## config.mk

```make
export PLATFORM = sky130hd
export DESIGN_NAME = mem_sram_ctrl
export DESIGN_NICKNAME = d
export VERILOG_FILES = /design/src/rtl/arm_pkg.sv /design/src/rtl/mem_sram_ctrl.sv
export SDC_FILE = /design/constraint.sdc
export NUM_CORES = 1
export LEC_CHECK = 0
export BUFFER_PORTS_ARGS = -buffer_cell sky130_fd_sc_hd__buf_2
export CAP_MARGIN = 40
export CORE_MARGIN = 5
export CORE_UTILIZATION = 25
export CTS_CLUSTER_DIAMETER = 60
export DETAILED_ROUTE_END_ITERATION = 16
export PLACE_DENSITY = 0.58
export SYNTH_ARGS = -nofsm -noshare
export SYNTH_HDL_FRONTEND = slang
export SYNTH_SLANG_ARGS = --single-unit
```

## constraint.sdc

```tcl
create_clock -name clk -period 2.1 [get_ports clk]
set_input_delay 0.21 -clock clk [delete_from_list [all_inputs] [get_ports clk]]
set_output_delay 0.21 -clock clk [all_outputs]
set_load 0.02 [all_outputs]
```

## src/rtl/arm_pkg.sv

```systemverilog
// Shared definitions for the SRAM data-memory controller: FSM encoding,
// default timing and the data-segment base address.
package arm_pkg;

  typedef enum logic [1:0] {
    IDLE = 2'd0,
    LO   = 2'd1,
    HI   = 2'd2,
    DONE = 2'd3
  } sram_state_e;

  localparam int unsigned WAIT_CYCLES_DEF = 2;
  localparam logic [31:0] DATA_BASE_DEF   = 32'd1024;

  // Byte address to 17-bit SRAM word index; addresses below the base wrap.
  function automatic logic [16:0] word_index(input logic [31:0] addr,
                                             input logic [31:0] base);
    logic [31:0] off;
    off = addr - base;
    return off[18:2];
  endfunction

endpackage

```

## src/rtl/mem_sram_ctrl.sv

```systemverilog
// 32-bit load/store front end for a 16-bit SRAM: each access is split into a
// low and a high half-word phase, each lasting WAIT_CYCLES clocks.
module mem_sram_ctrl
  import arm_pkg::*;
#(
  parameter int unsigned WAIT_CYCLES = WAIT_CYCLES_DEF,
  parameter logic [31:0] DATA_BASE   = DATA_BASE_DEF
) (
  input  logic        clk,
  input  logic        rst,
  input  logic        mem_r_en,
  input  logic        mem_w_en,
  input  logic [31:0] alu_res,
  input  logic [31:0] val_Rm,
  output logic [31:0] rdata,
  output logic        ready,
  output logic [17:0] sram_addr,
  output logic [15:0] sram_dq_out,
  output logic        sram_dq_oe,
  input  logic [15:0] sram_dq_in,
  output logic        sram_we_n
);

  localparam logic [3:0] WAIT_LAST = 4'(WAIT_CYCLES - 1);

  sram_state_e state_q;
  logic [3:0]  cnt_q;
  logic        wr_q;
  logic [16:0] wa_q;
  logic [15:0] data_hi_q;
  logic [31:0] rdata_q;
  logic [17:0] addr_q;
  logic [15:0] dq_out_q;
  logic        dq_oe_q;
  logic        we_n_q;

  logic        req;
  logic [16:0] wa_d;

  assign req  = mem_r_en | mem_w_en;
  assign wa_d = word_index(alu_res, DATA_BASE);

  // SRAM pins are registered so each phase drives them for its full duration;
  // a write wins when both enables are high.
  always_ff @(posedge clk or negedge rst) begin
    if (!rst) begin
      state_q   <= IDLE;
      cnt_q     <= '0;
      wr_q      <= 1'b0;
      wa_q      <= '0;
      data_hi_q <= '0;
      rdata_q   <= '0;
      addr_q    <= '0;
      dq_out_q  <= '0;
      dq_oe_q   <= 1'b0;
      we_n_q    <= 1'b1;
    end else begin
      unique case (state_q)
        IDLE: begin
          if (req) begin
            state_q   <= LO;
            cnt_q     <= WAIT_LAST;
            wr_q      <= mem_w_en;
            wa_q      <= wa_d;
            data_hi_q <= val_Rm[31:16];
            addr_q    <= {wa_d, 1'b0};
            dq_oe_q   <= mem_w_en;
            we_n_q    <= ~mem_w_en;
            if (mem_w_en) dq_out_q <= val_Rm[15:0];
          end
        end
        LO: begin
          if (cnt_q == 4'd0) begin
            state_q <= HI;
            cnt_q   <= WAIT_LAST;
            addr_q  <= {wa_q, 1'b1};
            if (wr_q) dq_out_q <= data_hi_q;
            else      rdata_q[15:0] <= sram_dq_in;
          end else begin
            cnt_q <= cnt_q - 4'd1;
          end
        end
        HI: begin
          if (cnt_q == 4'd0) begin
            state_q <= DONE;
            dq_oe_q <= 1'b0;
            we_n_q  <= 1'b1;
            if (!wr_q) rdata_q[31:16] <= sram_dq_in;
          end else begin
            cnt_q <= cnt_q - 4'd1;
          end
        end
        DONE:    state_q <= IDLE;
        default: state_q <= IDLE;
      endcase
    end
  end

  assign ready       = (state_q == DONE) | ((state_q == IDLE) & ~req);
  assign rdata       = rdata_q;
  assign sram_addr   = addr_q;
  assign sram_dq_out = dq_out_q;
  assign sram_dq_oe  = dq_oe_q;
  assign sram_we_n   = we_n_q;

endmodule

```

==> reports/qor.txt, run 1 <==
Overflow after GRT: 0
Buf/Inv on CP: 3
Yosys warning total: 0
Root Buffer: clkbuf_16
Fin Setup TNS: 0 ns
global-route wire length before repair: 19490 µm
Die Footprint: 21580 µm²
Area Growth Syn to Fin: 31.24%
critical path endpoint category: flop
FF-to-FF Start: cnt_q[0]$_DFFE_PN0P_
Pleak: 2.833 nW
skew final: 0.005306 ns
Setup crit start kind: flop
number of synthesized flops with an enable pin: 0
final hold vios: 0
most frequent cells in the layout: buf_2 (135), dfrtp_1 (107), mux2_2 (58)
met2 WL: 5997 µm
port bufs: 137
CP max-delay cell: dfrtp_1
initial antenna violation count: 1
crit-path max cell delay: 0.40 ns
top sig layer: met5
met3 WL post-DR: 659 µm
largest family of logic cells by synthesized area: multiplexers
htree depth: 3
hold path depth: 2
Synth Area in Simple Gates: 7.984%
CP delay by family, top: simple AND/OR/NAND/NOR gates
Cells after Synth: 381
initial core utilization: 25.22%
Worst-Margin Slew: 0.5686 ns
# setup viols final: 0
FF-to-FF path depth: 8
maximum VDD drop: 513.9 µV
reg2reg end: rdata[10]$_DFFE_PN0P_
crit-path cells: inv_1 -> ha_2 -> or3b_4 -> buf_4 -> nor2_4 -> nand2_2 -> buf_12 -> mux2_2
proportion of layout cells with a drive suffix above 1: 46.33%
crit-path max FO: 16
asr flop ratio synth: 100.0%
CTS tree: yes
Worst Hold Launch: val_Rm[31]
RSZ-0062 raised after global routing: false
critical path required time: 2.32 ns
Max Cap Viol: 0
fin crit share: 95.69%
ratio of total power to cell area: 1723 nW/µm²
Compound-Gate Fraction of Synth Area: 8.198%
wl on met1: 4894 µm
syn_nets: 473
relative slew slack: 61.95%
Distinct cells, synth: 44
total power: 10.59 mW
Filler Cell Count: 1881
CP Data Arrival Time: 2.23 ns
share of the yosys chip area belonging to registers: 57.70%
Post-DRT Antenna Nets: 0
RePlAce Congestion: 0.7887
Max Root-Sink Buffers: 2
Slew Limit Fails: 0
largest net degree at the start of global routing: 60
WS Path Type: flop to flop
fin crit period: 2.009 ns
Post-DP HPWL: 8666 µm
vias in the first global route: 3737
total number of vias: 3394
Num CTS Buffers: 9
Reg clk slew, reported paths: 0.07 ns
Yosys reg bits: 108
mux contribution to synthesized area: 20.03%
ys flop type: dfrtp_1
post-synthesis xor/xnor area fraction: 1.308%
num rows: 50
status: complete, no violations
Die H: 146.9 µm
Std-Cell Core Area: 18580 µm²
R2R Setup Slk: 0.09 ns
drt total wl: 11700 µm
Adder-Cell Fraction of Synth Area: 2.136%
total track usage: 11.10%
Synth Cell Area: 4686 µm²
commonest non-fill, non-tap cell in the layout: buf_2
worst hold path type: input pin to flop
maximum clock frequency: 0.4976 GHz
Iter 0 DRT Violations: 116
via density per instance: 4.437
nets: 621
mean post-synth cell area: 12.30 µm²
Clk Latency, worst-skew pair: 0.34 ns
clk sink count: 108
Hold EP: data_hi_q[15]$_DFFE_PN0P_
drt first pass iters: 4
worst hold margin: 0.09517 ns
Die X: 146.9 µm
Antenna Cells: 0
average routed wire per standard cell: 15.29 µm
DRC: 0
# IOs: 153
cell usage after synthesis, types with 4 or more instances:
| library cell | instances | area (µm²) |
|---|---|---|
| mux2_2 | 58 | 653.1 |
| ha_1 | 8 | 100.1 |
| dfrtp_1 | 107 | 2678 |
| mux2i_1 | 27 | 270.3 |
| nor2_1 | 25 | 93.84 |
| o211ai_1 | 4 | 30.03 |
| inv_1 | 8 | 30.03 |
| clkbuf_1 | 9 | 33.78 |
| o21ai_1 | 11 | 55.05 |
| a21oi_1 | 24 | 120.1 |
| buf_2 | 9 | 45.04 |
| nand3_1 | 5 | 25.02 |
| o21ai_0 | 15 | 75.07 |
| nand2_1 | 29 | 108.9 |
| xnor2_1 | 4 | 35.03 |
routing by layer:
metal	vias to the layer above	GRT usage (%)
met5	-	0
met3	11	3.732
met1	1683	13.32
met4	2	3.169
met2	72	19.01
li1	1626	-
final cells by class:
cell class              instances  area [µm²]  area share, %
clock buffers                   9       225.2          3.662
clock inverters                 4       76.32          1.241
inverters                       8       30.03         0.4883
multi-input cells             245        1904          30.97
flip-flops and latches        108        2704          43.97
well taps                     234       292.8          4.761
repair buffers                157       917.1          14.91
worst max-delay path by stage:
stage                                 startpoint                        to  slack, ns  depth (start not counted)
after floorplan             cnt_q[0]$_DFFE_PN0P_  sram_addr[0]$_DFFE_PN0P_       0.11                          7
after global placement      cnt_q[1]$_DFFE_PN0P_     rdata[28]$_DFFE_PN0P_       0.02                          7
after detailed placement    cnt_q[1]$_DFFE_PN0P_     rdata[26]$_DFFE_PN0P_      -0.05                          7
after CTS                 state_q[0]$_DFFE_PN0P_                     ready     0.0005                          7
after global routing      state_q[1]$_DFFE_PN0P_                     ready      0.007                          7
final                       cnt_q[0]$_DFFE_PN0P_     rdata[10]$_DFFE_PN0P_       0.09                          8
through the flow:
stage               cell area (µm²)  worst slack [ns]  instances  utilization (%)
floorplan                      4686            0.1135        381                -
global placement               5753           0.02413        747            30.96
detailed placement             5781          -0.04999        748            31.11
CTS                            6107         0.0005409        762            32.87
global route                   6150          0.007427        765            33.10
finish                         6150           0.09052        765            33.10
cell families after synthesis:
family / after synthesis
AOI/OAI and AO/OA: 66
xor gates and xnor gates: 7
adders and majority gates: 8
buffers and inverters: 28
DFF: 108
muxes: 86
and+or+nand+nor: 78
timing repair:
item                                    in CTS  in global routing
pin swaps                                    0                  1
setup buffers                                0                  3
endpoints found under the hold margin       25                  0
endpoints found under the setup margin      17                 39
gates resized for setup                      3                 10
hold buffers                                 1                  0
power breakdown:
| group | internal [mW] | leakage (nW) | switching [mW] |
|---|---|---|---|
| clock | 1.03 | 0.144 | 0.743 |
| combinational | 2.22 | 1.42 | 2.89 |
| sequential | 3.15 | 1.27 | 0.556 |
| total | 6.41 | 2.83 | 4.19 |
sequential cells by signal, indices dropped and copies added, names as in the netlist:
name / cells
sram_addr: 18
sram_dq_oe: 1
data_hi_q: 16
sram_dq_out: 16
wa_q: 17
rdata: 32
wr_q: 1
sram_we_n: 1
state_q: 2
cnt_q: 4
Note: power is estimated with default switching activity, not from simulation.
==> inputs of run 2 (changes only) <==
Settings changed: ABC_AREA set to 1, PLACE_DENSITY 0.58 to 0.57.
==> run 2 against run 1 <==
Sequential power decreased by 2%. First-iteration DRC count increased by 34%. Die area increased by 4.4%. Largest cell class unchanged. Utilization decreased by 0.87 points. Sequential share of layout area decreased by 0.71 points. Critical endpoint is now ready.
==> reports/qor.txt, run 2 <==
ratio of total power to cell area: 1659 nW/µm²
maximum VDD drop: 753.2 µV
total number of vias: 4202
CP max-delay cell: dfrtp_1
Fin Setup TNS: 0 ns
Max Cap Viol: 0
fin crit period: 1.891 ns
# setup viols final: 0
most frequent cells in the layout: nand2_1 (300), buf_2 (136), dfrtp_1 (107)
via density per instance: 4.088
Sw Pwr: 4.681 mW
Post-DP HPWL: 9347 µm
area share of the largest cell type after synthesis: 54.55%
Die Footprint: 22540 µm²
RePlAce Congestion: 0.7897
Cells after Synth: 620
DRC: 0
switching part of the total: 45.14%
Synth Cell Area: 4908 µm²
Die H: 150.1 µm
Std-Cell Core Area: 19400 µm²
Area Growth Syn to Fin: 27.35%
crit-path max cell delay: 0.42 ns
ys flop type: dfrtp_1
Max Root-Sink Buffers: 2
relative slew slack: 64.01%
share of the yosys chip area belonging to registers: 55.09%
setup bufs post-CTS: 0
crit-path max FO: 7
Worst setup startpoint: state_q[0]$_DFFE_PN0P_
Yosys warning total: 0
final hold vios: 0
CTS tree: yes
Internal: 5.689 mW
fin crit share: 90.03%
Die X: 150.1 µm
port bufs: 137
asr flop ratio synth: 100.0%
critical path required time: 1.89 ns
Distinct cells, synth: 26
Worst Hold Launch: val_Rm[26]
number of synthesized flops with an enable pin: 0
FF-to-FF Start: state_q[1]$_DFFE_PN0P_
Filler Cell Count: 2103
power share of the combinational group: 47.4%
largest net degree at the start of global routing: 43
Root Buffer: clkbuf_16
status: complete, no violations
drt total wl: 12990 µm
num rows: 51
average routed wire per standard cell: 12.63 µm
Overflow after GRT: 0
CP delay by family, top: flip-flops
skew final: 0.01351 ns
Setup crit start kind: flop
total power: 10.37 mW
Slew Limit Fails: 0
Post-DRT Antenna Nets: 0
htree depth: 3
Buf/Inv on CP: 2
global-route wire length before repair: 20900 µm
top cells by area, synth: dfrtp_1 (55%), nand2_1 (23%), o21ai_0 (6.8%)
drt first pass iters: 6
# IOs: 153
Worst-Margin Slew: 0.5398 ns
Worst path most repeated cell: nand2_1
worst hold path type: input pin to flop
CP Data Arrival Time: 1.68 ns
CTS resizes: 0
commonest non-fill, non-tap cell in the layout: nand2_1
syn_nets: 712
Flop pwr share: 35.1%
RSZ-0062 raised after global routing: false
vias in the first global route: 4152
Antenna Cells: 0
Pleak: 3.522 nW
Largest register FFs: 32
total track usage: 11.89%
maximum clock frequency: 0.5289 GHz
proportion of layout cells with a drive suffix above 1: 22.80%
Iter 0 DRT Violations: 155
clk sink count: 108
hold_buf cts: 1
Clk Latency, worst-skew pair: 0.36 ns
critical path endpoint category: output port
most frequent cells after synthesis: nand2_1 (300), dfrtp_1 (107), o21ai_0 (67)
crit-path cells: inv_1 -> ha_1 -> nand2_1 -> nand2_1 -> buf_2
initial core utilization: 25.30%
Num CTS Buffers: 9
biggest area consumer among synthesized cells: dfrtp_1
initial antenna violation count: 3
WS Path Type: flop to output port
Yosys reg bits: 108
clock share of power: 17.5%
mean post-synth cell area: 7.917 µm²
Reg clk slew, reported paths: 0.08 ns
nets: 850
most frequent cell after synthesis: nand2_1
run 2: cell types whose count changed after synthesis, sizes merged, moves of 22 or more:
cell	before	now
o21ai	26	68
nand2	31	301
mux2i	27	0
mux2	59	0
a21oi	24	2
inv	8	56
run 2: layout make-up:
| type | count | area [µm²] | share of cell area [%] |
|---|---|---|---|
| Clock inverter | 7 | 96.34 | 1.541 |
| Tap cell | 265 | 331.6 | 5.304 |
| Timing Repair Buffer | 151 | 808.3 | 12.93 |
| Inverter | 56 | 212.7 | 3.403 |
| Clock buffer | 9 | 225.2 | 3.603 |
| Sequential cell | 108 | 2704 | 43.25 |
| Multi-Input combinational cell | 432 | 1873 | 29.96 |
run 2: layer usage:
layer	vias to the layer above	global-route usage, %	share of wire (%)
met5	-	0	0.22
met3	17	4.997	8.2
met1	1902	14.85	46
met4	6	3.888	1.3
met2	99	18.65	44
li1	2178	-	-
run 2: stage by stage:
| step | instance area (µm²) | util (%) | instances | hold slack, ns | setup slack, ns |
|---|---|---|---|---|---|
| after floorplan | 4908 | - | 620 | -0.08559 | 0.5210 |
| after global placement | 5919 | 30.51 | 1011 | 0.2290 | 0.2503 |
| after detailed placement | 5919 | 30.51 | 1011 | 0.2412 | 0.2124 |
| after CTS | 6251 | 32.22 | 1028 | 0.02985 | 0.1711 |
| after global routing | 6251 | 32.22 | 1028 | 0.03594 | 0.02403 |
| final | 6251 | 32.22 | 1028 | 0.04823 | 0.2093 |
run 2: power by group through the flow:
stage	Sequential, mW	Clock [mW]	Combinational, mW
detailed placement	3.66	0	5.03
global placement	3.66	0	4.95
floorplan	4.39	0	2.69
CTS	3.65	1.89	5.04
global route	3.77	1.96	5.66
finish	3.64	1.81	4.92
run 2: worst register-to-register path: stages (launching register included):
cell and delay (ns):
dfrtp_1 0.41, inv_1 0.11, ha_1 0.32, buf_4 0.31, nand2_1 0.15, nand4_4 0.20
buf_4 0.20, nand2_1 0.07, nand2_1 0.06
run 2: cells by family after synthesis:
kind of cell / count (synthesis) / share of synthesized area, %
buffers and inverters: 80 / 6.755
and+or+nand+nor: 348 / 28.09
adders and majority gates: 8 / 2.039
AOI/OAI and AO/OA: 74 / 7.673
DFF: 108 / 55.09
xor gates and xnor gates: 2 / 0.3569
run 2: worst paths after layout:
check / end / slack (ns) / cells after the start
min reg2reg: sram_we_n$_DFFE_PN1P_ / 0.47 / 2
min in group asynchronous: data_hi_q[3]$_DFFE_PN0P_ / 0.40 / 2
max reg2reg: sram_dq_out[11]$_DFFE_PN0P_ / 0.22 / 8
max: ready / 0.21 / 5
max in group asynchronous: sram_addr[1]$_DFFE_PN0P_ / 1.05 / 3
min: data_hi_q[10]$_DFFE_PN0P_ / 0.05 / 3
==> inputs of run 3 (changes only) <==
Settings changed: CELL_PAD_IN_SITES_DETAIL_PLACEMENT set to 1, CELL_PAD_IN_SITES_GLOBAL_PLACEMENT set to 1, PLACE_DENSITY 0.57 to 0.71.
==> run 3 against run 2 <==
Via count is 1.6% higher. Power barely moved. Clock-buffer cell count increased by 1. Register-to-register slack gained 0.02 ns. Utilization decreased by 0.15 points. Setup slack lost 0.057 ns. Non-clock buffer count decreased by 1. Combinational power rose by 2%. First-iteration DRC count fell by 0.65%.
==> reports/qor.txt, run 3 (same netlist as run 2, synthesis figures left out) <==
WS Path Type: flop to output port
Die H: 150.1 µm
maximum VDD drop: 531.4 µV
final hold vios: 0
Largest register FFs: 32
Die X: 150.1 µm
Clk Latency, worst-skew pair: 0.35 ns
Slew Limit Fails: 0
total number of vias: 4268
Post-DRT Antenna Nets: 0
drt first pass iters: 4
Internal: 5.589 mW
drt total wl: 14280 µm
Worst Hold Launch: val_Rm[29]
FF-to-FF Start: state_q[0]$_DFFE_PN0P_
# setup viols final: 0
Placed Cells incl. Taps: 1010
ratio of total power to cell area: 1666 nW/µm²
CP Data Arrival Time: 1.74 ns
Antenna Cells: 0
power share of the combinational group: 48.4%
Std-Cell Core Area: 19400 µm²
DRC: 0
num rows: 51
Worst-Margin Slew: 0.4888 ns
clk sink count: 108
Reg clk slew, reported paths: 0.08 ns
via density per instance: 4.156
status: complete, no violations
CTS resizes: 0
most frequent cells in the layout: nand2_1 (300), buf_2 (136), dfrtp_1 (107)
total track usage: 13.05%
skew final: 0.007023 ns
Overflow after GRT: 0
vias in the first global route: 4508
maximum clock frequency: 0.5135 GHz
commonest non-fill, non-tap cell in the layout: nand2_1
Pleak: 3.502 nW
largest net degree at the start of global routing: 43
fin cells: 1027
htree depth: 3
fin area: 6221 µm²
initial core utilization: 25.30%
CP delay by family, top: flip-flops
critical path endpoint category: output port
nets: 849
hold path depth: 3
Max Cap Viol: 0
average routed wire per standard cell: 13.90 µm
# IOs: 153
Worst path most repeated cell: nand2_1
Post-DP HPWL: 10520 µm
critical path required time: 1.89 ns
reg2reg end: sram_addr[3]$_DFFE_PN0P_
switching part of the total: 46.07%
Root Buffer: clkbuf_16
Die Footprint: 22540 µm²
Iter 0 DRT Violations: 154
R2R Setup Slk: 0.24 ns
relative slew slack: 67.37%
fin crit share: 92.73%
Area Growth Syn to Fin: 26.74%
Buf/Inv on CP: 2
CTS tree: yes
Post-DP Area: 5914 µm²
Setup crit start kind: flop
FF-to-FF path depth: 7
initial antenna violation count: 1
port bufs: 137
Hold EP: data_hi_q[13]$_DFFE_PN0P_
global-route wire length before repair: 23350 µm
proportion of layout cells with a drive suffix above 1: 22.83%
crit-path max cell delay: 0.42 ns
setup bufs post-CTS: 0
clock share of power: 16.5%
Flop pwr share: 35.1%
CP max-delay cell: dfrtp_1
crit-path cells: inv_1 -> ha_1 -> nand2_1 -> nand2_1 -> buf_2
Max Root-Sink Buffers: 2
Sw Pwr: 4.775 mW
Critical Path Stages: 5
RSZ-0062 raised after global routing: true
RePlAce Congestion: 0.7793
worst hold path type: input pin to flop
fin crit period: 1.947 ns
Num CTS Buffers: 9
crit-path max FO: 7
run 3: cell count changes in the layout (fill, tap and decap cells not counted):
cell	before	now
buf_4	13	12
inv_6	1	2
clkinv_8	2	1
ha_1	8	7
bufinv_16	1	0
clkbuf_8	0	1
ha_2	0	1
clkinv_4	2	1
clkinvlp_4	1	2
run 3: metal layers:
metal,track usage [%],up-vias,wire length (µm)
li1,-,2172,-
met3,2.559,8,484
met2,23.09,62,7371
met1,16.51,2024,6262
met5,0,-,11
met4,2.882,2,144
run 3: worst max-delay path by stage:
stage / from / endpoint / slack (ns)
detailed placement: state_q[1]$_DFFE_PN0P_ / sram_addr[6]$_DFFE_PN0P_ / 0.20
finish: state_q[0]$_DFFE_PN0P_ / ready / 0.15
floorplan: state_q[0]$_DFFE_PN0P_ / cnt_q[2]$_DFFE_PN0P_ / 0.52
global route: state_q[0]$_DFFE_PN0P_ / sram_addr[11]$_DFFE_PN0P_ / -0.002
CTS: state_q[1]$_DFFE_PN0P_ / ready / 0.14
global placement: state_q[0]$_DFFE_PN0P_ / sram_addr[11]$_DFFE_PN0P_ / 0.26
run 3: through the flow:
stage | hold WS [ns] | setup TNS, ns | total power, mW | setup WS (ns) | util, %
floorplan | -0.08559 | 0 | 7.083 | 0.5210 | -
global placement | 0.1589 | 0 | 8.675 | 0.2599 | 30.49
detailed placement | 0.1592 | 0 | 8.840 | 0.2043 | 30.49
CTS | 0.03394 | 0 | 10.62 | 0.1368 | 32.07
global route | 0.03560 | -0.002479 | 11.37 | -0.002479 | 32.07
finish | 0.04871 | 0 | 10.36 | 0.1527 | 32.07
run 3: power by group through the flow:
stage | logic [mW] | registers [mW] | clock network, mW
2_1_floorplan | 2.69 | 4.39 | 0
3_3_place_gp | 5.01 | 3.66 | 0
3_5_place_dp | 5.16 | 3.68 | 0
4_1_cts | 5.18 | 3.65 | 1.79
5_1_grt | 5.72 | 3.77 | 1.87
6_report | 5.02 | 3.64 | 1.71
run 3: worst min-delay path: stages:
cell and delay [ns]:
buf_2 0.08, nand2_1 0.04, nand2_1 0.04
run 3: area by class of cell:
| type | count | area (µm²) |
|---|---|---|
| fill | 2430 | 13180 |
| sequential | 108 | 2704 |
| multi-input combinational | 432 | 1876 |
| timing repair buffer | 150 | 800.8 |
| tap | 265 | 331.6 |
| clock buffer | 10 | 239.0 |
| inverter | 56 | 212.7 |
| clock inverter | 6 | 57.56 |
run 3: what timing repair did:
item	CTS	global route
hold buffers	1	0
endpoints found under the setup margin	0	1
hold endpoints to repair	25	0
